--- src/rtl/pipeline_run_controller.sv ---
// -----------------------------------------------------------------------------
// pipeline_run_controller
//
// Run/step/pause/halt sequencer for the 5-stage MIPS pipeline. Drives the
// global pipeline stall and a fetch-only hold, watches the fetched instruction
// for HALT_WORD and lets the in-flight instructions drain before halting.
//
// Parameters:
//   SIZE          instruction width
//   HALT_WORD     instruction encoding that stops the program
//   DRAIN_CYCLES  unstalled cycles after the halt fetch (ID, EX, MEM, WB)
//   CNT_WIDTH     width of o_cycle_count
//
// Build option:
//   CYCLE_CNT_EN  when defined, o_cycle_count counts unstalled cycles and
//                 saturates at all-ones; otherwise it is tied to zero and no
//                 counter register exists.
//
// Ports:
//   clk            in   clock, rising edge
//   rst            in   asynchronous active-high reset
//   i_cmd_valid    in   command present
//   i_cmd          in   2'b00 nop, 2'b01 run, 2'b10 step, 2'b11 pause
//   o_cmd_ready    out  command accepted when i_cmd_valid & o_cmd_ready
//   i_instruction  in   instruction currently output by IF
//   o_stall        out  stall all pipeline latches and PC
//   o_fetch_hold   out  stall PC/IF only
//   o_halted       out  HALTED state reached
//   o_step_done    out  one-cycle pulse after a completed step
//   o_state        out  IDLE=0 RUN=1 STEP=2 DRAIN=3 HALTED=4
//   o_cycle_count  out  number of cycles with o_stall=0
// -----------------------------------------------------------------------------
module pipeline_run_controller #(
  parameter int unsigned     SIZE         = 32,
  parameter logic [SIZE-1:0] HALT_WORD    = 32'hFFFFFFFF,
  parameter int unsigned     DRAIN_CYCLES = 4,
  parameter int unsigned     CNT_WIDTH    = 32
) (
  input  logic                 clk,
  input  logic                 rst,
  input  logic                 i_cmd_valid,
  input  logic [1:0]           i_cmd,
  output logic                 o_cmd_ready,
  input  logic [SIZE-1:0]      i_instruction,
  output logic                 o_stall,
  output logic                 o_fetch_hold,
  output logic                 o_halted,
  output logic                 o_step_done,
  output logic [2:0]           o_state,
  output logic [CNT_WIDTH-1:0] o_cycle_count
);

  localparam logic [1:0] CMD_RUN   = 2'b01;
  localparam logic [1:0] CMD_STEP  = 2'b10;
  localparam logic [1:0] CMD_PAUSE = 2'b11;

  localparam int unsigned DW = (DRAIN_CYCLES < 2) ? 1 : $clog2(DRAIN_CYCLES + 1);

  typedef enum logic [2:0] {
    IDLE   = 3'd0,
    RUN    = 3'd1,
    STEP   = 3'd2,
    DRAIN  = 3'd3,
    HALTED = 3'd4
  } state_t;

  state_t        state;
  state_t        next_state;
  state_t        halt_target;
  logic [DW-1:0] drain_cnt;
  logic          step_done;
  logic          halt_fetch;
  logic          cmd_accept;

  assign halt_fetch  = (i_instruction == HALT_WORD);
  assign cmd_accept  = i_cmd_valid & o_cmd_ready;
  // With no drain window the halt fetch goes straight to HALTED.
  assign halt_target = (DRAIN_CYCLES == 0) ? HALTED : DRAIN;

  // State register
  always_ff @(posedge clk or posedge rst) begin
    if (rst) begin
      state <= IDLE;
    end else begin
      state <= next_state;
    end
  end

  // Next-state logic
  always_comb begin
    next_state = state;
    case (state)
      IDLE: begin
        if (cmd_accept) begin
          if (i_cmd == CMD_RUN) begin
            next_state = RUN;
          end else if (i_cmd == CMD_STEP) begin
            next_state = STEP;
          end
        end
      end
      RUN: begin
        // A halt fetch outranks any command offered in the same cycle.
        if (halt_fetch) begin
          next_state = halt_target;
        end else if (cmd_accept && (i_cmd == CMD_PAUSE)) begin
          next_state = IDLE;
        end
      end
      STEP: begin
        next_state = halt_fetch ? halt_target : IDLE;
      end
      DRAIN: begin
        if (drain_cnt <= DW'(1)) begin
          next_state = HALTED;
        end
      end
      HALTED: begin
        next_state = HALTED;
      end
      default: begin
        next_state = IDLE;
      end
    endcase
  end

  // Output decode (Moore)
  always_comb begin
    o_stall      = 1'b1;
    o_fetch_hold = 1'b1;
    o_cmd_ready  = 1'b0;
    o_halted     = 1'b0;
    case (state)
      IDLE: begin
        o_cmd_ready = 1'b1;
      end
      RUN: begin
        o_stall      = 1'b0;
        o_fetch_hold = 1'b0;
        o_cmd_ready  = 1'b1;
      end
      STEP: begin
        o_stall      = 1'b0;
        o_fetch_hold = 1'b0;
      end
      DRAIN: begin
        o_stall = 1'b0;
      end
      HALTED: begin
        o_halted = 1'b1;
      end
      default: begin
      end
    endcase
  end

  assign o_state     = state;
  assign o_step_done = step_done;

  // Drain counter: loaded on entry to DRAIN, counts down while draining.
  always_ff @(posedge clk or posedge rst) begin
    if (rst) begin
      drain_cnt <= '0;
    end else if ((state != DRAIN) && (next_state == DRAIN)) begin
      drain_cnt <= DW'(DRAIN_CYCLES);
    end else if (state == DRAIN) begin
      drain_cnt <= drain_cnt - DW'(1);
    end
  end

  // Registered alongside the STEP->IDLE transition so the pulse coincides
  // with the first IDLE cycle; a halt during STEP suppresses it.
  always_ff @(posedge clk or posedge rst) begin
    if (rst) begin
      step_done <= 1'b0;
    end else begin
      step_done <= (state == STEP) && (next_state == IDLE);
    end
  end

`ifdef CYCLE_CNT_EN
  logic [CNT_WIDTH-1:0] cycle_count;

  always_ff @(posedge clk or posedge rst) begin
    if (rst) begin
      cycle_count <= '0;
    end else if (!o_stall && (cycle_count != '1)) begin
      cycle_count <= cycle_count + CNT_WIDTH'(1);
    end
  end

  assign o_cycle_count = cycle_count;
`else
  assign o_cycle_count = '0;
`endif

endmodule
--- config.mk ---
export PLATFORM = sky130hd
export DESIGN_NAME = pipeline_run_controller
export DESIGN_NICKNAME = d
export VERILOG_FILES = /design/src/rtl/pipeline_run_controller.sv
export SDC_FILE = /design/constraint.sdc
export NUM_CORES = 1
export LEC_CHECK = 0
export CAP_MARGIN = 15
export CORE_ASPECT_RATIO = 0.9
export CORE_MARGIN = 4
export CORE_UTILIZATION = 31
export CTS_CLUSTER_DIAMETER = 80
export DETAILED_ROUTE_END_ITERATION = 8
export PLACE_DENSITY = 0.85
export SLEW_MARGIN = 10
export SYNTH_ARGS = -nofsm -noshare
export SYNTH_HDL_FRONTEND = slang
export SYNTH_SLANG_ARGS = --single-unit
--- constraint.sdc ---
create_clock -name clk -period 2.3 [get_ports clk]
set_input_delay 0.46 -clock clk [delete_from_list [all_inputs] [get_ports clk]]
set_output_delay 0.46 -clock clk [all_outputs]
set_load 0.05 [all_outputs]
==> results of run 1 <==
[registers in the layout, summed over array words and instances, names as in the netlist]
register	flops
drain_cnt	3
o_state	3
o_step_done	1
[worst max-delay path by stage]
stage,slack [ns],endpoint,depth (start not counted)
final,0.16,o_cmd_ready,2
after global placement,0.41,drain_cnt[1]$_DFFE_PP0P_,5
after floorplan,0.48,o_cmd_ready,1
after CTS,0.12,o_cmd_ready,2
after detailed placement,0.35,drain_cnt[1]$_DFFE_PP0P_,5
after global routing,0.07,o_cmd_ready,2
[critical path: cells and delay by family, from the launching register on]
family | cells | cell delay (ns)
AND/OR/NAND/NOR | 1 | 0.17
flip-flops | 1 | 0.44
buffers and inverters | 1 | 0.83
[cell usage in the layout, fill, tap and decap left out, drive strengths merged]
| master | instances |
|---|---|
| a2111oi | 1 |
| a21oi | 2 |
| a31o | 1 |
| a31oi | 2 |
| and2 | 1 |
| and2b | 1 |
| buf | 3 |
| clkbuf | 4 |
| clkdlybuf4s50 | 41 |
| conb | 32 |
| dfrtp | 7 |
| ha | 2 |
| inv | 5 |
| nand2 | 2 |
| nand2b | 2 |
| nand3 | 4 |
| nand3b | 1 |
| nand4 | 9 |
| nor2 | 5 |
| nor3b | 1 |
| nor4 | 2 |
| o21bai | 3 |
| or2 | 1 |
| xor2 | 1 |
[power by group through the flow]
stage               combinational (mW)  sequential, mW  clock (mW)
floorplan                        0.163           0.125           0
global placement                 0.183           0.125           0
detailed placement               0.186           0.125           0
CTS                              0.186           0.123       0.112
global route                     0.194           0.123       0.122
finish                           0.187           0.123       0.107
[metal layers]
metal  wire length [um]  up-vias  GRT usage, %
li1                   -      326             -
met1                660      302          11.8
met3                146        0          2.36
met5                  0        -             0
met2               1050       34          21.0
met4                  0        0          3.32
[kinds of logic after synthesis]
kind of cell,Yosys count,share of synthesized area (%)
buf+inv,37,34.8
simple gates,29,28.2
compound gates,9,8.40
flops,7,23.5
fa+ha+maj,2,3.36
xor+xnor,1,1.18
other cells,1,0.504
[through the flow]
| stage | hold WS, ns | utilization, % | setup slack (ns) |
|---|---|---|---|
| after global routing | 0.462 | 50.1 | 0.0667 |
| after CTS | 0.458 | 50.1 | 0.124 |
| after detailed placement | 0.527 | 48.9 | 0.346 |
| final | 0.454 | 50.1 | 0.156 |
| after floorplan | 0.263 | - | 0.476 |
| after global placement | 0.513 | 48.9 | 0.406 |
[layout make-up]
type / instances / area, um^2 / share of cell area, %
Tap cell: 27 / 33.8 / 3.03
Timing Repair Buffer: 44 / 433 / 38.9
Sequential cell: 7 / 175 / 15.7
Multi-Input combinational cell: 73 / 427 / 38.3
Clock buffer: 4 / 26.3 / 2.36
Inverter: 5 / 18.8 / 1.69
==> impl_metrics.toml, run 1 <==
[outcome]
status = "complete, no violations"

[clock_network]
postCtsResizedCells = 0
cts_max_path_buffers = 2
clock_tree_from_tritoncts = "yes"
cts.repair_timing.setup_buffer_count = 0
cts_root_buffer = "clkbuf_4"
number_of_hold_repair_buffers_added_at_the_cts_stage = 0
clock_sinks = 7
worst_skew_pair.late_latency_ns = 0.24
cts.reportedPaths.clkPinSlew_ns = 0.05
cts-buffers-inserted = 3
htreeDepth = 1

[sta]
report.final.setup_viol = 0
finalCriticalPeriod_ns = 2.14
setup_total_negative_slack_ns = 0
setup_repair_after_global_routing_missed_its_margin = "no"
worst_pin_slew_ns = 0.505
report.final.slew_viol_count = 0
max_clock_freq_ghz = 0.466
finalHoldViolCount = 0
finalClockSkew_ns = 0.00391
fin_crit_sh_pct = 93.2
max_slew_margin_pct = 66.2

[critical_path]
rr_worst_depth = 4
worst_r2r_startpoint = "o_state[0]$_DFF_PP0_"
critical_path.slowest_cell = "clkdlybuf4s50_1"
criticalPathCategory = "reg -> out"
worstPathCellList = "nor2_1 -> clkdlybuf4s50_1"
crit_path_start_kind = "flip-flop"
r2r_setup_slack_ns = 1.03
critical_path.max_stage_delay_ns = 0.83
end_of_the_worst_register_to_register_path = "drain_cnt[1]$_DFFE_PP0P_"
worst-endpoint-required_ns = 1.84
worst-endpoint-arrival_ns = 1.68
path_max_fanout = 6
worstSetupStartpoint = "o_state[1]$_DFF_PP0_"
critPathCaptureType = "output pin"

[flow_run]
max_cap_viol_count = 0

[power]
totalPowerFinal_mw = 0.418
power.net_switching_mw = 0.173
net_sw_share_pct = 41.3
leakagePower_nw = 0.514
irDropWorstVdd_uv = 203
register_share_of_total_power_pct = 29.5
power.combinational.fraction_pct = 44.7
pwr_dens_mw_per_mm2 = 375
clkPwrFrac_pct = 25.7
power_report.internal_total_mw = 0.245

[cells_and_area]
fraction_of_layout_cells_with_a_size_suffix_above_1_pct = 9.02
finish.cell_count_without_fillers = 160
synthToLayoutAreaGrowth_pct = 49.6
fin_area_mm2 = 0.00111
final_nets = 173
antenna_cells = 0
layout.filler_cells = 226

[logic_synthesis]
synth_common_cells = "buf_4 (32), dfrtp_1 (7), nand4_1 (7)"
synth_edf_count = 0
yosysUniqueCellTypes = 24
postSynth.asyncResetShare_pct = 100
yosys_warnings = 0
synth_top_area_cell = "buf_4"
syn-mean-instance-area_um2 = 8.66
synth_top_area_share_pct = 32.3
yosys-top-cells-area = "buf_4 (32%), dfrtp_1 (24%), nand4_1 (5.9%)"
synth_flop_cell = "dfrtp_1"
synthesis.instances = 86
post-synth-top-count-cell = "buf_4"
syn_area_um2 = 744
yosys_register_bits = 7
ys_seq_area_share_pct = 23.5

[global_routing]
grt_start_max_net_pins = 9
total_global_routing_track_utilization_pct = 10.9
grt_pass1_vias = 598
grt_pass1_wl_um = 2620
grt_antenna_before_repair = 0
global_route.overflow_total = 0

[die]
die_area_mm2 = 0.00325
placementRows = 16
die_h_um = 54.5
core_mm2 = 0.00222
initial_util_pct = 33.5
die-width_um = 59.7
io_pins = 77

[place]
place_hpwl_um = 1670
dp.cells = 156
buffers_added_on_ports = 44
place.gp.congestion = 0.687
placed_area_mm2 = 0.00109

[detailed_routing]
antenna_left = 0
wirelength_um = 1850
num_vias = 662
drt_pre_antenna_iters = 4
route.detailed.vias_per_inst = 4.14
drt_iter0_markers = 6
routed_length_per_instance_um = 11.6
remaining_drc_errors = 0

[min_path]
hold_path.class = "in -> async"
(Power assumes the default switching activity.)
==> inputs of run 2 (changes only) <==
==> constraint.sdc (replaced) <==
create_clock -name clk -period 2.3 [get_ports clk]
set_input_delay 0.46 -clock clk [delete_from_list [all_inputs] [get_ports clk]]
set_output_delay 0.46 -clock clk [all_outputs]
set_load 0.005 [all_outputs]
==> impl_metrics.toml, run 2 (same netlist as run 1, synthesis figures left out) <==
[outcome]
status = "complete, no violations"

[critical_path]
rr_worst_depth = 4
criticalPathCategory = "reg -> out"
r2r_setup_slack_ns = 1.05
critPathCaptureType = "output pin"
worst-endpoint-required_ns = 1.84
path_max_fanout = 6
worst-endpoint-arrival_ns = 1.61
worstPathCellList = "xor2_1 -> and2b_1 -> inv_1 -> clkdlybuf4s50_1"
cp_top_family = "buffers and inverters"
crit_path_start_kind = "flip-flop"
critPathBufInv = 2
wp_depth = 4
critical_path.slowest_cell = "clkdlybuf4s50_1"
critical_path.max_stage_delay_ns = 0.50

[clock_network]
clock_tree_from_tritoncts = "yes"
number_of_hold_repair_buffers_added_at_the_cts_stage = 0
htreeDepth = 1
cts-buffers-inserted = 3
clock_sinks = 7
postCtsResizedCells = 0
cts.reportedPaths.clkPinSlew_ns = 0.06
worst_skew_pair.late_latency_ns = 0.25
cts_max_path_buffers = 2
cts.repair_timing.setup_buffer_count = 0
cts_root_buffer = "clkbuf_4"

[global_routing]
grt_start_max_net_pins = 9
global_route.overflow_total = 0
grt_pass1_vias = 602
met1_layer_usage_reported_by_global_route_pct = 12.1
grt_antenna_before_repair = 0
grt_most_used_layer = "met2"
global_routing_usage_on_met3_pct = 1.42
grt_pass1_wl_um = 2550
grt_use_met2_pct = 18.9
total_global_routing_track_utilization_pct = 10.4

[detailed_routing]
route.detailed.vias_per_inst = 4.06
remaining_drc_errors = 0
routed_length_per_instance_um = 11.1
drt_pre_antenna_iters = 4
drt_iter0_markers = 8
antenna_left = 0
wirelength_um = 1780
num_vias = 649

[power]
irDropWorstVdd_uv = 219
totalPowerFinal_mw = 0.317
leakagePower_nw = 0.515
pwr_dens_mw_per_mm2 = 283

[cells_and_area]
final_nets = 173
synthToLayoutAreaGrowth_pct = 50.6
antenna_cells = 0
most-common-layout-cells = "clkdlybuf4s50_1 (44), conb_1 (32), nand4_1 (7), dfrtp_1 (7)"
most_common_cell_after_layout_fill_and_taps_aside = "clkdlybuf4s50_1"
fraction_of_layout_cells_with_a_size_suffix_above_1_pct = 6.77

[min_path]
hold_path.class = "in -> async"

[die]
die_area_mm2 = 0.00325
die_h_um = 54.5
initial_util_pct = 33.5
placementRows = 16
core_mm2 = 0.00222
io_pins = 77
die-width_um = 59.7

[flow_run]
max_cap_viol_count = 0

[sta]
report.final.setup_viol = 0
fin_crit_sh_pct = 90.2
setup_total_negative_slack_ns = 0
max_clock_freq_ghz = 0.482
finalHoldViolCount = 0
setup_repair_after_global_routing_missed_its_margin = "no"
finalClockSkew_ns = 0.0102
report.final.slew_viol_count = 0
finalCriticalPeriod_ns = 2.07

[place]
place_hpwl_um = 1640
buffers_added_on_ports = 44
place.gp.congestion = 0.678
run 2: cell types whose count changed in the layout (fill, tap and decap cells not counted):
cell | before | now
buf_4 | 3 | 0
clkdlybuf4s50_1 | 41 | 44
run 2: per-layer routing:
| metal | wire, um | part of all wire [%] |
|---|---|---|
| met3 | 134 | 7.5 |
| met4 | 7 | 0.39 |
| met1 | 658 | 37 |
| met5 | 0 | 0 |
| met2 | 976 | 55 |
run 2: final timing paths:
kind | startpoint | endpoint
worst max-delay path | o_state[1]$_DFF_PP0_ | o_fetch_hold
worst min-delay path | rst | o_step_done$_DFF_PP0_
worst max register to register | o_state[2]$_DFF_PP0_ | drain_cnt[2]$_DFFE_PP0P_
worst min register to register | drain_cnt[1]$_DFFE_PP0P_ | drain_cnt[1]$_DFFE_PP0P_
max in group asynchronous | rst | o_state[2]$_DFF_PP0_
min in group clk | drain_cnt[1]$_DFFE_PP0P_ | drain_cnt[1]$_DFFE_PP0P_
run 2: area by class of cell:
cell class                 instances  area, um^2
fill                             214        1100
timing repair buffer              44         440
multi-input combinational         73         427
sequential                         7         175
tap                               27        33.8
clock buffer                       4        26.3
inverter                           5        18.8
run 2: power by group:
| part | switching [mW] | internal (mW) | leakage, nW | total, mW |
|---|---|---|---|---|
| sequential | 0 | 0.123 | 0.0926 | 0.123 |
| clock | 0.0428 | 0.0660 | 0.0150 | 0.109 |
| combinational | 0.0295 | 0.0558 | 0.408 | 0.0853 |
run 2: through the flow:
step / cell area (um^2) / utilization, % / setup slack (ns) / std cells / hold slack [ns]
4_1_cts: 1120 / 50.5 / 0.219 / 160 / 0.462
2_1_floorplan: 861 / - / 0.925 / 117 / 0.263
3_5_place_dp: 1090 / 49.3 / 0.386 / 156 / 0.526
5_1_grt: 1120 / 50.5 / 0.137 / 160 / 0.461
6_report: 1120 / 50.5 / 0.226 / 160 / 0.445
3_3_place_gp: 1090 / 49.3 / 0.402 / 156 / 0.513
